## config.mk

```make
export PLATFORM = sky130hd
export DESIGN_NAME = timer_sched_flat
export DESIGN_NICKNAME = d
export VERILOG_FILES = /design/src/rtl/timer_sched_if.sv /design/src/rtl/timer_sched.sv /design/src/flat_wrapper.sv
export SDC_FILE = /design/constraint.sdc
export NUM_CORES = 1
export LEC_CHECK = 0
export ABC_CLOCK_PERIOD_IN_PS = 5200
export CAP_MARGIN = 20
export CORE_MARGIN = 1
export CORE_UTILIZATION = 40
export CTS_CLUSTER_DIAMETER = 50
export DETAILED_ROUTE_END_ITERATION = 16
export GPL_TIMING_DRIVEN = 0
export HOLD_SLACK_MARGIN = 0.12
export PLACE_DENSITY_LB_ADDON = 0.08
export SLEW_MARGIN = 20
export SYNTH_ARGS = -nofsm -noshare
export SYNTH_HDL_FRONTEND = slang
export SYNTH_SLANG_ARGS = --single-unit
```

## constraint.sdc

```tcl
create_clock -name clk -period 5.2 [get_ports clk]
set_input_delay 0.78 -clock clk [delete_from_list [all_inputs] [get_ports clk]]
set_output_delay 0.78 -clock clk [all_outputs]
set_load 0.02 [all_outputs]
```

## src/rtl/timer_sched_if.sv

```systemverilog
// rtl/timer_sched_if.sv - request/grant bundle between requesters and the shared timer
interface timer_sched_if #(
    parameter int WIDTH = 16,
    parameter int N     = 4
);
    logic [N-1:0]       req;
    logic [N*WIDTH-1:0] dur;
    logic [N-1:0]       gnt;
    logic [N-1:0]       done;
    logic               busy;
    logic [WIDTH-1:0]   count;

    modport master (output req, dur, input gnt, done, busy, count);
    modport slave  (input req, dur, output gnt, done, busy, count);
endinterface

```

## src/rtl/timer_sched.sv

```systemverilog
// rtl/timer_sched.sv - round-robin scheduler sharing one down-counter among N requesters
module timer_sched #(
    parameter int WIDTH = 16,
    parameter int N     = 4
) (
    input  logic           clk,
    input  logic           reset_n,
    timer_sched_if.slave   bus
);
    localparam int PW = (N > 1) ? $clog2(N) : 1;

    typedef enum logic [1:0] {IDLE, RUN, DONE} state_t;

    state_t           state_q, state_d;
    logic [N-1:0]     gnt_q, gnt_d;
    logic [N-1:0]     done_q, done_d;
    logic [WIDTH-1:0] count_q, count_d;
    logic [PW-1:0]    ptr_q, ptr_d;
    logic [PW-1:0]    idx_q, idx_d;
    logic [PW-1:0]    sel, cand, nxt;
    logic             found;

    always_ff @(posedge clk or negedge reset_n) begin
        if (!reset_n) begin
            state_q <= IDLE;
            gnt_q   <= '0;
            done_q  <= '0;
            count_q <= '0;
            ptr_q   <= '0;
            idx_q   <= '0;
        end else begin
            state_q <= state_d;
            gnt_q   <= gnt_d;
            done_q  <= done_d;
            count_q <= count_d;
            ptr_q   <= ptr_d;
            idx_q   <= idx_d;
        end
    end

    always_comb begin
        state_d = state_q;
        gnt_d   = gnt_q;
        done_d  = '0;
        count_d = count_q;
        ptr_d   = ptr_q;
        idx_d   = idx_q;
        found   = 1'b0;
        sel     = '0;
        cand    = '0;
        nxt     = PW'((int'(idx_q) + 1) % N);
        case (state_q)
            IDLE: begin
                // Search starts at ptr so the last winner goes to the back of the line.
                for (int k = 0; k < N; k++) begin
                    cand = PW'((int'(ptr_q) + k) % N);
                    if (!found && bus.req[cand]) begin
                        found = 1'b1;
                        sel   = cand;
                    end
                end
                if (found) begin
                    gnt_d      = '0;
                    gnt_d[sel] = 1'b1;
                    idx_d      = sel;
                    count_d    = bus.dur[int'(sel)*WIDTH +: WIDTH];
                    if (count_d == '0) begin
                        state_d     = DONE;
                        done_d[sel] = 1'b1;
                    end else begin
                        state_d = RUN;
                    end
                end
            end
            RUN: begin
                if (!bus.req[idx_q]) begin
                    state_d = IDLE;
                    gnt_d   = '0;
                    count_d = '0;
                    ptr_d   = nxt;
                end else if (count_q == WIDTH'(1)) begin
                    state_d       = DONE;
                    count_d       = '0;
                    done_d[idx_q] = 1'b1;
                end else begin
                    count_d = count_q - WIDTH'(1);
                end
            end
            DONE: begin
                state_d = IDLE;
                gnt_d   = '0;
                ptr_d   = nxt;
            end
            default: begin
                state_d = IDLE;
                gnt_d   = '0;
                count_d = '0;
            end
        endcase
    end

    assign bus.gnt   = gnt_q;
    assign bus.done  = done_q;
    assign bus.count = count_q;
    assign bus.busy  = (state_q != IDLE);
endmodule

```

## src/flat_wrapper.sv

```systemverilog
// flat-port wrapper written by rule: the top's interface ports become plain ports
module timer_sched_flat 
#(
    parameter int WIDTH = 16,
    parameter int N     = 4
)
  (clk, reset_n, bus_req, bus_dur, bus_gnt, bus_done, bus_busy, bus_count);
  timer_sched_if #(.WIDTH(WIDTH), .N(N)) bus_i ();
  input  logic clk;
  input  logic reset_n;
  input wire logic [$bits(bus_i.req)-1:0] bus_req;
  input wire logic [$bits(bus_i.dur)-1:0] bus_dur;
  output wire logic [$bits(bus_i.gnt)-1:0] bus_gnt;
  output wire logic [$bits(bus_i.done)-1:0] bus_done;
  output wire logic [$bits(bus_i.busy)-1:0] bus_busy;
  output wire logic [$bits(bus_i.count)-1:0] bus_count;
  assign bus_i.req = bus_req;
  assign bus_i.dur = bus_dur;
  assign bus_gnt = bus_i.gnt;
  assign bus_done = bus_i.done;
  assign bus_busy = bus_i.busy;
  assign bus_count = bus_i.count;
  timer_sched #(.WIDTH(WIDTH), .N(N)) u_core (.clk(clk), .reset_n(reset_n), .bus(bus_i));
endmodule
```

# Yosys cells after proc, flatten, opt, wreduce, memory -nomap -nowiden
# Cells that the tools add are included.
totals:
  regBits: 30
  latch_bits: 0
  ram_bits: 0
  mem_bits_ro: 0
  inputBits: 70
  out_inout_bits: 25
  word_cells: 90
  n_memories: 0
op_classes:
  add_sub_neg: 5
  mul: 0
  div: 0
  n_lt_le_gt_ge: 8
  eq_ne: 6
  n_shift: 1
  n_mux: 46
  n_bitwise: 1
  reduce_logical: 17
ops:
  columns: ["operator", "count"]
  rows:
  - ["64-bit by 7-bit variable part select with 16-bit output", 1]
  - ["16-bit two-way mux", 3]
  - ["16-bit one-hot mux with 3 select lines", 1]
  - ["4-bit two-way mux", 6]
  - ["2-bit two-way mux", 10]
  - ["2-bit by 3-bit less-than comparator with 1-bit output (second input constant)", 6]
  - ["16-bit by 1-bit == test with 1-bit output (second input constant)", 1]
  - ["16-bit logical NOT", 1]
  - ["4-bit one-hot mux with 2 select lines", 2]
  - ["16-bit by 1-bit subtractor with 16-bit output (second input constant)", 1]
  - ["1-bit two-way mux", 15]
  - ["1-bit binary-select mux with 2-bit select", 5]
  - ["2-bit AND reduction", 5]
  - ["2-bit one-hot mux with 2 select lines", 2]
  - ["1-bit logical AND", 5]
  - ["2-bit by 1-bit adder with 2-bit output (second input constant)", 2]
  - ["2-bit adder (second input constant)", 2]
  - ["1-bit demux with 2-bit select", 2]
  - ["2-bit by 1-bit greater-or-equal comparator with 1-bit output (second input constant)", 2]
  - ["2-bit nonzero test", 2]
  - ["1-bit logical NOT", 3]
  - ["3-bit inequality test (second input constant)", 1]
  - ["2-bit by 1-bit == test with 1-bit output (second input constant)", 1]
  - ["2-bit == test (second input constant)", 1]
  - ["other kinds (4)", 4]

# Logic depth before layout (Yosys ltp)
# Gate-level depths: netlist of the first run.
depth:
  ltp_word: 23
  ltp_mapped: 9
  ltp_nobuf: 8

# Least setup slack after synthesis of the first run
# OpenSTA, ideal clock, no wires.
synth_timing:
  path_kind: "input-to-reg"
  from: "input port bus_req[2]"
  to: "register u_core.done_q[1] (netlist: u_core.bus.done[1])"
  setup_ns: 0.069
  arrival_time_ns: 2.561
  required_ns: 5.131
  setup_slack_ns: 2.570
  path_stages: 9
  n_path_buf: 1
  path_cell_list: "nor2b_1 > or3b_4 > a21oi_4 > buf_6 > a21o_4 > nand3_1 > nand4b_4 > nor4_4 > a32o_1"
synth_between:
  elab_chain_len: 23
  elab_cells_between_ends: 40
  cone_classes: "order compare (2); shift (1); mux (29); reduce/logical (8)"
synth_rtl:
  columns: ["element", "line_no", "text"]
  rows:
  - ["start: declaration", "flat_wrapper.sv:11", "input wire logic [$bits(bus_i.req)-1:0] bus_req;"]
  - ["branches (longest 22 deep; another with 1-bit binary-select mux with 2-bit select)", null, null]
  - ["4-bit one-hot mux with 2 select lines (*)", "timer_sched.sv:52", "case (state_q)"]
  - ["named net u_core.done_d[1]", "timer_sched.sv:16", "logic [N-1:0] done_q, done_d;"]
  - ["end signal: assignment", "timer_sched.sv:34", "done_q <= done_d;"]
  - ["end: declaration", "timer_sched.sv:16", null]
# Mark *: on every way through the listed nets, which the timed path passes. The select of a mux whose other input is x is not followed.
# A chain may end at the register's enable or synchronous reset.

# Worst setup path after layout of the first run
# Same ends and word-level chain as after synthesis.

==> reports/results.ini, run 1 <==
[hold_path]
hp-start = u_core.bus.gnt[0]
hold_end = u_core.bus.gnt[0]
hold_path_depth = 1
hold_class = reg -> reg

[sta]
slew_viol_final = 0
setup_violations = 0
fmax_mhz = 303.1
tightest_slew_ns = 0.7333
fin_skew_ns = 0.007774
fin_setup_tns_ns = 0
rsz0062_at_grt = false
relSlewSlack_pct = 50.66
hold_violations = 0
finalCritPeriodShare_pct = 63.45
fin_crit_ns = 3.299

[drt]
drt_pre_antenna_iters = 5
drt-wirelength-per-cell_microns = 17.66
avgViaCountPerCell = 5.776
ant_nets = 0
vias = 2501
drt-total-wl_microns = 7647
drcViolationCount = 0
drtIter0Drc = 115

[layout]
final_area_sq_mm = 0.003552
fin_nets = 436
diodes = 0
mostFrequentLayoutCells = clkdlybuf4s50_1, mux2i_1, dfrtp_1
fin_util_pct = 62.59
layout_commonest_cell = clkdlybuf4s50_1
drive_gt1_share_pct = 11.63
area_growth_pct = 46.95
finalNonFillerCells = 433

[global_routing]
grt_max_degree = 31
grt_pass1_wl_microns = 11760
first_global_vias = 2265
overflow = 0
grt_usage_pct = 24.45
antenna_found_initial = 0

[logic_synthesis]
synth_enable_flop_cells = 0
synthArstFlopShare_pct = 100.0
yosysSeqAreaShare_pct = 31.06
ys_warn_count = 0
avgSynthCellArea_sq_um = 9.333
synth_seq_cells = 30
synth_area_sq_mm = 0.002417
syn_nets = 335
ys.flop_type = dfrtp_1
syn_inst = 259
yosysUniqueCellTypes = 54

[placed_design]
io_buffers = 94
hpwlAfterDp_microns = 5966
dp.cells = 425
place_congestion = 0.8527
place_area_sq_mm = 0.003443

[clock_tree]
cts_resized = 0
clk_pin_slew_ns = 0.07
clock_path_buffers = 2
numCtsBuffers = 5
hold_buffers = 0
htree_levels = 2
worst_skew_pair.late_latency_ns = 0.29
cts_tree = built
cts_sinks = 30
clockRootBuffer = clkbuf_8
postCtsSetupRepairBufs = 0

[worst_setup_path]
cp-end-kind = register
path_max_fanout = 10
cp.required_ns = 5.42
rrSetupSlack_ns = 2.33
critPathKind = in -> reg
r2r_cells = 7
path_delay_family = simple AND/OR/NAND/NOR gates
crit_buf_inv = 2
arrival_ns = 3.51
r2r_start = u_core.bus.count[10]
crit_chain = clkdlybuf4s50_1 > nor2b_1 > a211oi_2 > nor2_4 > buf_2 > mux2i_1 > mux2_2 > nand4_1 > nor4_4 > a32o_1
critPathLaunchType = input pin
r2r-end = u_core.bus.count[11]
cp_slowest_cell = clkdlybuf4s50_1
crit_path_max_incr_delay_ns = 0.52

[floorplan]
core-area_sq_mm = 0.005675
fp.dieW_microns = 79.74
dieArea_sq_mm = 0.006358
pin_count = 95
rows = 27
die_h_microns = 79.74
start_util_pct = 42.59

[pwr]
power.total_mw = 1.790
vdd_drop_max_mv = 0.3108
power_leakage_nw = 1.541
p_per_area_mw_per_mm2 = 504.0

[status]
status = finished, final reports clean

[run]
max_cap_violations = 0

power by group:
group          switching, mW  internal (mW)
Sequential             0.107          0.320
Clock                 0.0921          0.141
Combinational          0.594          0.537
Total                  0.793          0.998
through the flow:
stage / worst slack [ns] / hold slack (ns)
floorplan: 2.570 / 0.4844
global placement: 1.625 / 0.4686
detailed placement: 1.582 / 0.4700
CTS: 1.870 / 0.4853
global route: 1.685 / 0.4960
finish: 1.901 / 0.4810
state kept, by name, summed over array words and instances (netlist names):
signal / flops
u_core.bus.count: 16
u_core.ptr_q: 2
u_core.bus.done: 4
u_core.bus.gnt: 4
u_core.idx_q: 2
u_core.state_q: 2
final cells by class:
cell class | count | area (sq um)
multi-input cells | 208 | 1564
clock inverters | 3 | 40.04
clock buffers | 5 | 68.82
repair buffers | 94 | 935.9
fillers | 496 | 2123
plain buffers | 11 | 65.06
inverters | 10 | 37.54
flip-flops and latches | 30 | 750.7
well taps | 72 | 90.09
metal layers:
layer | part of all wire, % | vias to the layer above | GRT usage, %
li1 | - | 1181 | -
met1 | 45 | 1181 | 33.57
met2 | 44 | 131 | 38.29
met3 | 11 | 8 | 6.057
met4 | 1.1 | 0 | 6.250
met5 | 0 | - | 0
how the worst max path moves through the flow:
stage,from,endpoint,slack [ns],cells after the start
after detailed placement,bus_req[2],u_core.bus.done[1],1.58,10
after global placement,bus_req[2],u_core.bus.done[2],1.62,10
final,bus_req[2],u_core.bus.done[1],1.90,10
after CTS,bus_req[2],u_core.bus.done[1],1.87,10
after global routing,bus_req[2],u_core.state_q[0],1.69,10
after floorplan,bus_req[2],u_core.bus.done[1],2.57,9
Yosys cell counts, types with 2 or more instances:
| master | instances | area share, % |
|---|---|---|
| nand4_1 | 4 | 1.0 |
| mux2_1 | 2 | 0.93 |
| o22ai_1 | 5 | 1.3 |
| nor4_1 | 4 | 1.0 |
| nand3_1 | 10 | 2.1 |
| a21o_1 | 5 | 1.6 |
| dfrtp_1 | 30 | 31 |
| nor2b_1 | 2 | 0.52 |
| clkbuf_1 | 6 | 0.93 |
| a31o_2 | 2 | 0.72 |
| o21a_1 | 2 | 0.62 |
| buf_6 | 2 | 0.93 |
| nor2_1 | 21 | 3.3 |
| o21ai_0 | 20 | 4.1 |
| ha_1 | 6 | 3.1 |
| buf_4 | 2 | 0.62 |
| inv_1 | 9 | 1.4 |
| a22o_1 | 13 | 4.7 |
| a32o_1 | 3 | 1.2 |
| nand2b_1 | 2 | 0.52 |
| mux2i_1 | 30 | 12 |
| nand2_1 | 16 | 2.5 |
| a21oi_1 | 9 | 1.9 |
| nor3_1 | 7 | 1.4 |
| or2_2 | 3 | 0.78 |
| mux2_2 | 12 | 5.6 |
| a41o_1 | 2 | 0.83 |
| or4_1 | 4 | 1.2 |
cell families (layout without fill, tap and decap cells):
| group | count (synthesis) | after routing | share of synthesized area, % |
|---|---|---|---|
| muxes | 46 | 46 | 20.50 |
| and+or+nand+nor | 83 | 83 | 19.15 |
| xor gates and xnor gates | 1 | 1 | 0.3624 |
| AOI/OAI and AO/OA | 72 | 72 | 21.58 |
| DFF | 30 | 30 | 31.06 |
| adders and majority gates | 6 | 6 | 3.106 |
| buffers and inverters | 21 | 123 | 4.244 |
Note: power is estimated with default switching activity, not from simulation.
==> run 2, diff against run 1 <==
--- a/config.mk
+++ b/config.mk
@@ -5,7 +5,7 @@
 export SDC_FILE = /design/constraint.sdc
 export NUM_CORES = 1
 export LEC_CHECK = 0
-export ABC_CLOCK_PERIOD_IN_PS = 5200
+export ABC_CLOCK_PERIOD_IN_PS = 3100
 export CAP_MARGIN = 20
 export CORE_MARGIN = 1
 export CORE_UTILIZATION = 40
==> constraint.sdc (replaced) <==
create_clock -name clk -period 3.1 [get_ports clk]
set_input_delay 0.465 -clock clk [delete_from_list [all_inputs] [get_ports clk]]
set_output_delay 0.465 -clock clk [all_outputs]
set_load 0.02 [all_outputs]
==> run 2 against run 1 <==
Compared with the run above: utilization increased by 0.93 points; critical path type unchanged; via count increased by 0.68%; clock skew decreased by 0.0014 ns; final cell count increased by 1.2%; critical path depth increased by 1; sequential power increased by 68%; clock-buffer cell count unchanged; combinational power increased by 73%; total power increased by 71%; sequential share of layout area decreased by 0.31 points; register-to-register slack got worse by 2.1 ns; final area increased by 1.5%.
==> reports/results.ini, run 2 (same netlist as run 1, synthesis figures left out) <==
[placed_design]
hpwlAfterDp_microns = 5966  ; unchanged
place_congestion = 0.8527  ; unchanged
io_buffers = 94  ; unchanged
dp.cells = 425  ; unchanged

[pwr]
p_per_area_mw_per_mm2 = 847.2  ; +68%
vdd_drop_max_mv = 0.5232  ; +68%
power.total_mw = 3.054  ; +71%
power_leakage_nw = 1.571  ; +1.9%

[global_routing]
grt_pass1_wl_microns = 11760  ; unchanged
antenna_found_initial = 0  ; unchanged
gr-usage-met3_pct = 6.057  ; unchanged
overflow = 0  ; unchanged
met2_usage_pct = 38.29  ; unchanged
grt_usage_pct = 24.45  ; unchanged
grt_max_degree = 31  ; unchanged
grt_use_met1_pct = 33.57  ; unchanged
top_usage_layer = met2
first_global_vias = 2265  ; unchanged

[worst_setup_path]
crit_buf_inv = 3  ; +1
arrival_ns = 3.09  ; -0.42 ns
path_max_fanout = 10  ; unchanged
crit_chain = clkdlybuf4s50_1 > nor2b_1 > a211oi_2 > nor2_4 > clkbuf_4 > mux2i_1 > mux2_2 > nand4_1 > nor4_4 > buf_4 > a32o_1
cp_slowest_cell = clkdlybuf4s50_1
critPathLaunchType = input pin
r2r-end = u_core.bus.count[11]
path_delay_family = buffers and inverters
cp-end-kind = register
crit_path_max_incr_delay_ns = 0.51  ; about the same
r2r_start = u_core.bus.count[10]
rrSetupSlack_ns = 0.23  ; -2.10 ns
critPathKind = in -> reg
cp.required_ns = 3.32  ; -2.10 ns
r2r_cells = 7  ; unchanged

[drt]
vias = 2518  ; +0.68%
drt-wirelength-per-cell_microns = 17.64  ; -0.13%
avgViaCountPerCell = 5.749  ; -0.47%
drtIter0Drc = 108  ; -6.1%
drcViolationCount = 0  ; unchanged
drt_pre_antenna_iters = 4  ; -1
drt-total-wl_microns = 7725  ; +1.0%
ant_nets = 0  ; unchanged

[layout]
finalNonFillerCells = 438  ; +1.2%
fin_nets = 441  ; +1.1%
drive_gt1_share_pct = 12.84  ; +1.2 points
largest_reg_flops = 16  ; unchanged
mostFrequentLayoutCells = clkdlybuf4s50_1, mux2i_1, dfrtp_1
layout_commonest_cell = clkdlybuf4s50_1
diodes = 0  ; unchanged
area_growth_pct = 49.12
n_fill_cell = 489  ; -1.4%

[floorplan]
fp.dieW_microns = 79.74  ; unchanged
pin_count = 95  ; unchanged
rows = 27  ; unchanged
core-area_sq_mm = 0.005675  ; unchanged
die_h_microns = 79.74  ; unchanged
start_util_pct = 42.59  ; unchanged
dieArea_sq_mm = 0.006358  ; unchanged

[clock_tree]
cts_tree = built
cts_sinks = 30  ; unchanged
numCtsBuffers = 5  ; unchanged
clockRootBuffer = clkbuf_8
worst_skew_pair.late_latency_ns = 0.29  ; about the same
htree_levels = 2  ; unchanged
clk_pin_slew_ns = 0.07  ; about the same
clock_path_buffers = 2  ; unchanged

[status]
status = finished, final reports clean

[sta]
hold_violations = 0  ; unchanged
setup_violations = 0  ; unchanged
finalCritPeriodShare_pct = 92.81
fin_crit_ns = 2.877
rsz0062_at_grt = false
fmax_mhz = 347.6
fin_skew_ns = 0.006398  ; -0.001375 ns
relSlewSlack_pct = 50.49  ; -0.18 points
slew_viol_final = 0  ; unchanged
tightest_slew_ns = 0.7359  ; +0.002648 ns

[run]
max_cap_violations = 0  ; unchanged

[hold_path]
hold_class = in -> async

## run 2: worst max path at each step
stage	startpoint	endpoint	slack (ns)	depth (start not counted)
global route	u_core.bus.count[10]	u_core.bus.count[4]	0.08	8
detailed placement	bus_req[2]	u_core.bus.done[1]	-0.20	10
CTS	bus_req[2]	u_core.bus.done[1]	0.09	10
floorplan	bus_req[2]	u_core.bus.done[1]	0.79	9
global placement	bus_req[2]	u_core.bus.done[2]	-0.16	10
finish	bus_req[2]	u_core.bus.done[1]	0.22	11
## run 2: final cells by class
cell class                 count  area (sq um)  area share [%]
tap                           72         90.09           2.499
timing repair buffer          99         985.9           27.35
inverter                      10         37.54           1.041
buffer                        11         67.56           1.874
clock buffer                   5         68.82           1.909
sequential                    30         750.7           20.83
multi-input combinational    208          1564           43.39
clock inverter                 3         40.04           1.111
## run 2: stage by stage
stage / setup WS (ns) / utilization, % / hold slack [ns] / instance area, sq um / setup TNS (ns)
final: 0.2230 / 63.51 / 0.2187 / 3605 / 0
after global routing: 0.07632 / 63.51 / 0.2767 / 3605 / 0
after CTS: 0.08529 / 62.59 / 0.2340 / 3552 / 0
after detailed placement: -0.2034 / 60.67 / 0.4700 / 3443 / -1.077
after global placement: -0.1604 / 60.76 / 0.4686 / 3448 / -0.8662
after floorplan: 0.7853 / - / 0.1694 / 2417 / 0
## run 2: repair_timing
| action | in CTS | in global routing |
|---|---|---|
| setup buffers | 0 | 5 |
| gates resized for setup | 0 | 1 |
| hold buffers | 0 | 0 |
| setup endpoints to repair | 0 | 6 |
## run 2: metal layers
| metal | vias up | part of all wire, % |
|---|---|---|
| met5 | - | 0 |
| met4 | 0 | 0.92 |
| met3 | 6 | 9.9 |
| met2 | 115 | 44 |
| met1 | 1202 | 45 |
| li1 | 1195 | - |
## run 2: where the power goes
| group | internal, mW | switching (mW) | leakage, nW |
|---|---|---|---|
| sequential | 0.536 | 0.181 | 0.387 |
| clock | 0.236 | 0.155 | 0.0579 |
| combinational | 0.939 | 1.01 | 1.13 |
## run 2: worst reg2reg max path, stage by stage (launching register included)
cell and delay (ns):
dfrtp_1 0.45, or2_2 0.35, nor4_1 0.58, nand4_1 0.21
nand2_1 0.31, clkbuf_1 0.43, o22ai_1 0.19, a22o_1 0.23
